==> src/rtl/pe_mac_tile.sv <==
`default_nettype none
// ============================================================================
//  Module   : pe_mac_tile
//  Purpose  : Sparse multi-lane multiply-accumulate tile with a valid/ready
//             result hold. Define PE_ACC_SAT_EN for per-lane saturation.
//  Revision : 1.0 - initial release
// ============================================================================
module pe_mac_tile #(
    parameter int MFU_COUNT = 9,
    parameter int A_WIDTH   = 8,
    parameter int W_WIDTH   = 8,
    parameter int ACC_WIDTH = 24,
    parameter int SIGNED    = 1
) (
    input  logic                           clk,
    input  logic                           rst,
    input  logic                           in_valid,
    output logic                           in_ready,
    input  logic [A_WIDTH-1:0]             in_act,
    input  logic [MFU_COUNT*W_WIDTH-1:0]   in_w,
    input  logic                           in_last,
    output logic                           out_valid,
    input  logic                           out_ready,
    output logic [MFU_COUNT*ACC_WIDTH-1:0] out_acc,
    output logic [15:0]                    out_skip,
    output logic                           out_sat
);

    localparam logic [1:0] c_ST_ACCUM = 2'd0;
    localparam logic [1:0] c_ST_WAIT  = 2'd1;
    localparam logic [1:0] c_ST_HOLD  = 2'd2;

    logic [1:0]  r_state;
    logic        r_in_ready;
    logic        r_out_valid;
    logic        r_p_valid;
    logic        r_p_last;
    logic [15:0] r_skip;
    logic        w_accept;
    logic        w_act_nz;
    logic        w_out_fire;

    assign w_accept   = in_valid & r_in_ready;
    assign w_act_nz   = (in_act != '0);
    assign w_out_fire = r_out_valid & out_ready & (r_state == c_ST_HOLD);

    assign in_ready  = r_in_ready;
    assign out_valid = r_out_valid;
    assign out_skip  = r_skip;

    always_ff @(posedge clk) begin
        if (rst) begin
            r_state     <= c_ST_ACCUM;
            r_in_ready  <= 1'b1;
            r_out_valid <= 1'b0;
            r_p_valid   <= 1'b0;
            r_p_last    <= 1'b0;
            r_skip      <= 16'd0;
        end else begin
            // Zero activations never reach stage 2 but still carry the tile end.
            r_p_valid <= w_accept & w_act_nz;
            r_p_last  <= w_accept & in_last;
            case (r_state)
                c_ST_ACCUM: begin
                    if (w_accept && in_last) begin
                        r_state    <= c_ST_WAIT;
                        r_in_ready <= 1'b0;
                    end
                end
                c_ST_WAIT: begin
                    if (r_p_last) begin
                        r_state     <= c_ST_HOLD;
                        r_out_valid <= 1'b1;
                    end
                end
                c_ST_HOLD: begin
                    if (w_out_fire) begin
                        r_state     <= c_ST_ACCUM;
                        r_out_valid <= 1'b0;
                        r_in_ready  <= 1'b1;
                    end
                end
                default: begin
                    r_state     <= c_ST_ACCUM;
                    r_out_valid <= 1'b0;
                    r_in_ready  <= 1'b1;
                end
            endcase
            if (w_out_fire) begin
                r_skip <= 16'd0;
            end else if (w_accept && !w_act_nz && (r_skip != 16'hFFFF)) begin
                r_skip <= r_skip + 16'd1;
            end
        end
    end

`ifdef PE_ACC_SAT_EN
    logic [MFU_COUNT-1:0] w_lane_sat;
    logic                 r_sat;

    always_ff @(posedge clk) begin
        if (rst || w_out_fire) begin
            r_sat <= 1'b0;
        end else if (r_p_valid && (|w_lane_sat)) begin
            r_sat <= 1'b1;
        end
    end
    assign out_sat = r_sat;
`else
    assign out_sat = 1'b0;
`endif

    for (genvar i = 0; i < MFU_COUNT; i++) begin : g_lane
        logic [ACC_WIDTH-1:0] w_prod;
        logic [ACC_WIDTH-1:0] w_next;
        logic [ACC_WIDTH-1:0] r_prod;
        logic [ACC_WIDTH-1:0] r_acc;

        if (SIGNED != 0) begin : g_signed
            logic signed [A_WIDTH+W_WIDTH-1:0] w_mul;
            assign w_mul  = $signed(in_act) * $signed(in_w[i*W_WIDTH +: W_WIDTH]);
            assign w_prod = ACC_WIDTH'(w_mul);
`ifdef PE_ACC_SAT_EN
            logic [ACC_WIDTH-1:0] w_sum;
            logic                 w_ovf;
            assign w_sum  = r_acc + r_prod;
            // Overflow only when both operands share a sign the result lost.
            assign w_ovf  = (r_acc[ACC_WIDTH-1] == r_prod[ACC_WIDTH-1]) &&
                            (w_sum[ACC_WIDTH-1] != r_acc[ACC_WIDTH-1]);
            assign w_next = !w_ovf ? w_sum :
                            (r_acc[ACC_WIDTH-1] ? {1'b1, {(ACC_WIDTH-1){1'b0}}}
                                                : {1'b0, {(ACC_WIDTH-1){1'b1}}});
            assign w_lane_sat[i] = w_ovf;
`else
            assign w_next = r_acc + r_prod;
`endif
        end else begin : g_unsigned
            logic [A_WIDTH+W_WIDTH-1:0] w_mul;
            assign w_mul  = in_act * in_w[i*W_WIDTH +: W_WIDTH];
            assign w_prod = ACC_WIDTH'(w_mul);
`ifdef PE_ACC_SAT_EN
            logic [ACC_WIDTH-1:0] w_sum;
            logic                 w_carry;
            assign {w_carry, w_sum} = {1'b0, r_acc} + {1'b0, r_prod};
            assign w_next = w_carry ? {ACC_WIDTH{1'b1}} : w_sum;
            assign w_lane_sat[i] = w_carry;
`else
            assign w_next = r_acc + r_prod;
`endif
        end

        always_ff @(posedge clk) begin
            if (w_accept) begin
                r_prod <= w_prod;
            end
        end

        always_ff @(posedge clk) begin
            if (rst || w_out_fire) begin
                r_acc <= '0;
            end else if (r_p_valid) begin
                r_acc <= w_next;
            end
        end

        assign out_acc[i*ACC_WIDTH +: ACC_WIDTH] = r_acc;
    end

endmodule
`default_nettype wire

==> config.mk <==
export PLATFORM = sky130hd
export DESIGN_NAME = pe_mac_tile
export DESIGN_NICKNAME = d
export VERILOG_FILES = /design/src/rtl/pe_mac_tile.sv
export SDC_FILE = /design/constraint.sdc
export NUM_CORES = 2
export LEC_CHECK = 0
export ABC_AREA = 0
export ABC_CLOCK_PERIOD_IN_PS = 15000
export CAP_MARGIN = 25
export CORE_MARGIN = 3
export CORE_UTILIZATION = 60
export CTS_CLUSTER_SIZE = 30
export DETAILED_ROUTE_END_ITERATION = 12
export PLACE_DENSITY = 0.81
export SKIP_CTS_REPAIR_TIMING = 1
export SYNTH_ARGS = -nofsm -noshare
export SYNTH_HDL_FRONTEND = slang
export SYNTH_SLANG_ARGS = --single-unit
==> constraint.sdc <==
create_clock -name clk -period 15 [get_ports clk]
set_input_delay 3 -clock clk [delete_from_list [all_inputs] [get_ports clk]]
set_output_delay 3 -clock clk [all_outputs]
set_load 0.1 [all_outputs]
[After elaboration in Yosys (flattened, before gate mapping)]
Cells that the tools add are included.
Operators by class
  add/sub/neg operators: 10
  multipliers: 9
  div/mod/pow operators: 0
  magnitude comparators: 0
  equality and inequality tests: 6
  shifts and indexed selects: 0
  muxes and demuxes: 10
  bitwise gates (word level): 7
  reductions and logical operators: 11
Operators by type and width (number)
  $add A24 B24 Y24: 9
  $mul A8 B8 Y16: 9
  $add A16 B1 Y16 const B: 1
  $ne A16 B16 Y1 const B: 1
  $reduce_and A3 Y1: 3
  $reduce_bool A8 Y1: 1
  $mux W2: 3
  $ne A2 B2 Y1 const B: 3
  $pmux W1 S3: 2
  $pmux W2 S3: 1
  $and A1 B1 Y1: 5
  $mux W1: 4
  $logic_and A1 B1 Y1: 3
  $eq A2 B1 Y1 const B: 1
  $eq A2 B2 Y1 const B: 1
  $logic_not A2 Y1: 1
  $not A1 Y1: 2
  $reduce_or A2 Y1: 1
  $logic_not A1 Y1: 1
  $logic_or A1 B1 Y1: 1
Word-level totals
  register bits after elaboration: 382
  latch bits: 0
  memory bits (writable): 0
  memory bits (read-only): 0
  output and inout bits: 235
  memories kept: 0

[Longest topological paths before layout]
  depth after elaboration: 4
  gate-level depth with buffers: 23
  depth with buffers taken out: 21

[Worst setup path before layout]
No wires, ideal clock.
  kind: input-to-reg
  from: input port in_act[5]
  to: register g_lane[7].r_prod[14], data pin
  library setup time: 0.257 ns
  arrival: 7.086 ns
  path slack: 7.657 ns
  cell stages on the path: 20
  path through: clkbuf_1 -> clkbuf_1 -> and2_1 -> fa_1 -> inv_1 -> fa_1 -> inv_1 -> fa_1 -> inv_1 -> fa_1 -> inv_1 -> ha_1 -> o21ai_0 -> a21oi_1 -> o21ai_0 -> nand2b_1 -> a31o_2 -> a21o_1 -> a21o_1 -> xor2_1
Between the ends
  longest elaborated chain between the ends: 1
Ends and longest elaborated chain
  start: declaration: RTL line 19  | input logic [A_WIDTH-1:0] in_act,
  $mul A8 B8 Y16: RTL line 121  | assign w_mul = $signed(in_act) * $signed(in_w[i*W_WIDTH +: W_WIDTH]);
  net g_lane[7].g_signed.w_mul[14]: RTL line 120  | logic signed [A_WIDTH+W_WIDTH-1:0] w_mul;
  end signal: assignment: RTL line 154  | r_prod <= w_prod;
  end: declaration: RTL line 116  | logic [ACC_WIDTH-1:0] r_prod;
The timed path passes the listed nets, and every way through them passes these cells.
A chain may end at the register's enable or synchronous reset.

[Final worst setup path]
  from: input port in_act[4]
  to: register g_lane[8].r_prod[14], data pin
Between the ends
  longest elaborated chain between the ends: 1
Ends and longest elaborated chain (RTL line)
  $mul A8 B8 Y16: 121
  net g_lane[8].g_signed.w_mul[14]: 120
  end signal: assignment: 154
  end: declaration: 116
The timed path passes the listed nets, and every way through them passes these cells.

==> metrics.cfg <==
[clock_network]
root_buffer=clkbuf_16
cts_buffers=46
cts_tree=built
clk_latency_ps=590
cts_max_level=2
clk_path_buf_depth=3
clk_pin_slew_ps=60
cts.sinks=382

[synth]
yosys.cell_types.count=92
synth_area_leader_cell=fa_1
ys.flop_type=dfxtp_1
yosys_warnings=0
syn-cell-area_um2=44510
synth_seq_cells=382
synth_top_area_share_pct=22.67
synthTopCellsByArea=fa_1 23%, ha_1 13%, dfxtp_1 11%
syn_inst=4875
synth_nets=5933
async_reset_ff_share_pct=0
avgSynthCellArea_um2=9.130
seq_area_frac_synth_pct=20.42
synth-edff-count=144

[die]
initial_core_util_pct=60.80
die_x_um=278.4
core_um2=73210
dieArea_um2=77490
io_pins=320
dieHeight_um=278.4
core.rowCount=99

[global_routing]
grt_pass1_vias=35120
grt_pass1_wl_um=182300
antenna_found_initial=15
gr-total-overflow=0
grt_max_degree=74
track_usage_pct=29.08

[worst_setup_path]
cp-start-kind=input port
crit_fanout=40
slowest_stage=buf_2
crit_top_cell=inv_1
slowest_delay_ps=540
crit_arrival_ps=8020
crit_chain=buf_2 -> buf_4 -> and2_1 -> ha_1 -> inv_1 -> fa_1 -> inv_1 -> ha_1 -> inv_1 -> fa_1 -> inv_1 -> ha_1 -> fa_1 -> a21o_1 -> a21oi_1 -> o21bai_1 -> a21oi_1 -> o21ai_0 -> a21o_1 -> a21oi_1 -> xnor2_1
path_class=in2reg
cp-end-kind=register
required_ps=15330
crit_buf_inv=6
crit_family=adder cells

[timing]
worst_pin_slew_ps=1140
finalCritPeriodShare_pct=51.21
skew_ps=14.83
fin_setup_tns_ps=0
slew_headroom_pct=23.74
hold_violations=0
setup_viol=0
fmax_mhz=130.2
rsz0062_at_grt=no
fin_crit_ps=7682
whs_ps=465.0
slew_violations=0

[finish]
postLayoutCoreUtil_pct=68.81
area_growth_pct=13.17
drive_gt1_share_pct=3.660
nNetsFinal=6185
design_area_um2=50370

[route]
wl_um=112400
vias=34650
via_per_inst=5.655
postRouteAntennaNets=0
dr.pass1.iters=5
wire_per_inst_um=18.34
drc=0
drtIter0Drc=2135

[power_and_ir_drop]
p_leak_uw=0.02350
p_per_area_nw_per_um2=180.8
power_frac_comb_pct=66.9
power_uw=9105
internal_power_uw=4632
switching_share_pct=49.12
clock_power_share_pct=12.8
power.switching_uw=4473
p_seq_share_pct=20.3
ir_drop_v=0.0001113

[place]
place.gp.congestion=0.9576
port_buffers=318
placed_area_um2=48770
dp_hpwl_um=87730

[flow_run]
max_cap_viol_count=0

[hold_path]
hold_class=reg2reg

[outcome]
status=completed

Yosys cell counts, drive strengths merged (24+ instances only):
cell type	count
nand2	331
and2	391
a31oi	26
fa	504
edfxtp	144
dfxtp	238
xnor2	201
and3	26
nand3	52
o21ai	215
nor2	244
a211oi	51
nor3	37
inv	793
a21o	128
mux2i	66
buf	36
o21a	32
o21bai	29
clkbuf	108
nand2b	44
ha	469
nand4	24
a21oi	262
xor2	119
nor2b	110
power groups by stage:
stage / Combinational (µW) / Sequential (µW) / Clock (µW)
6_report: 6090 / 1840 / 1170
5_1_grt: 6780 / 1860 / 1230
4_1_cts: 6080 / 1830 / 1190
3_5_place_dp: 6030 / 1850 / 0
3_3_place_gp: 5820 / 1850 / 0
2_1_floorplan: 3940 / 2490 / 0
cell type report:
type	count	area, µm²
diodes	4	10.01
clock buffers	62	1324
clock inverters	23	244.0
fillers	5768	22840
inverters	793	2983
multi-input cells	3556	31920
flip-flops and latches	382	9092
well taps	959	1200
repair buffers	348	3601
layer usage:
layer | track usage, % | part of all wire (%) | vias to the layer above
li1 | - | - | 16440
met1 | 40.09 | 44 | 17010
met2 | 46.85 | 45 | 1007
met3 | 6.426 | 8.6 | 176
met4 | 7.324 | 2.3 | 18
met5 | 0 | 0.12 | -
stage by stage:
stage                     setup slack (ps)  cells
after floorplan                       7657   4875
after detailed placement              6827   6037
after CTS                             7379   6122
after global placement                6995   6026
after global routing                  7084   6123
final                                 7318   6127
cells by family after synthesis:
logic type               count (synthesis)  synth area share, %
AO/OA/AOI/OAI                          863                12.46
XOR/XNOR                               320                6.297
adder cells (fa/ha/maj)                973                35.85
buffers and inverters                  937                7.938
flip-flops                             382                20.42
multiplexers                            78                1.796
other                                    1             0.008425
AND/OR/NAND/NOR                       1321                15.23
registers in the layout, indices dropped and copies added (netlist names):
register / count
g_lane.r_acc: 216
g_lane.r_prod: 144
in_ready: 1
out_skip: 16
out_valid: 1
r_p_last: 1
r_p_valid: 1
r_state: 2
placed cells by master (no fill, tap or decap), types with 44 or more instances in the layout:
| master | count |
|---|---|
| edfxtp_1 | 144 |
| and2_1 | 391 |
| nand3_1 | 52 |
| xor2_1 | 119 |
| ha_1 | 469 |
| nand2_1 | 330 |
| clkdlybuf4s50_1 | 310 |
| nand2b_1 | 44 |
| mux2i_1 | 66 |
| o21ai_0 | 188 |
| nor2b_1 | 109 |
| fa_1 | 504 |
| a21oi_1 | 262 |
| nor2_1 | 242 |
| a211oi_1 | 50 |
| a21o_1 | 128 |
| clkbuf_16 | 48 |
| dfxtp_1 | 237 |
| xnor2_1 | 201 |
| inv_1 | 791 |
worst reg2reg max path, delay by kind of cell, from the launching register on:
family / cells / cell delay, ps
AOI/OAI and AO/OA: 6 / 1260
xor gates and xnor gates: 1 / 150
adders and majority gates: 2 / 610
buffers and inverters: 1 / 70
DFF: 1 / 380
and+or+nand+nor: 2 / 450
worst paths after layout:
check | slack (ps) | from | cells after the start | end
worst max-delay path | 7320 | in_act[4] | 21 | g_lane[8].r_prod[14]
worst min register to register | 470 | g_lane[3].r_acc[16] | 2 | g_lane[3].r_acc[16]
worst min-delay path | 470 | g_lane[3].r_acc[16] | 2 | g_lane[3].r_acc[16]
worst max register to register | 11940 | g_lane[8].r_acc[0] | 12 | g_lane[8].r_acc[20]
No activity file was read; power rests on OpenSTA's default activity.
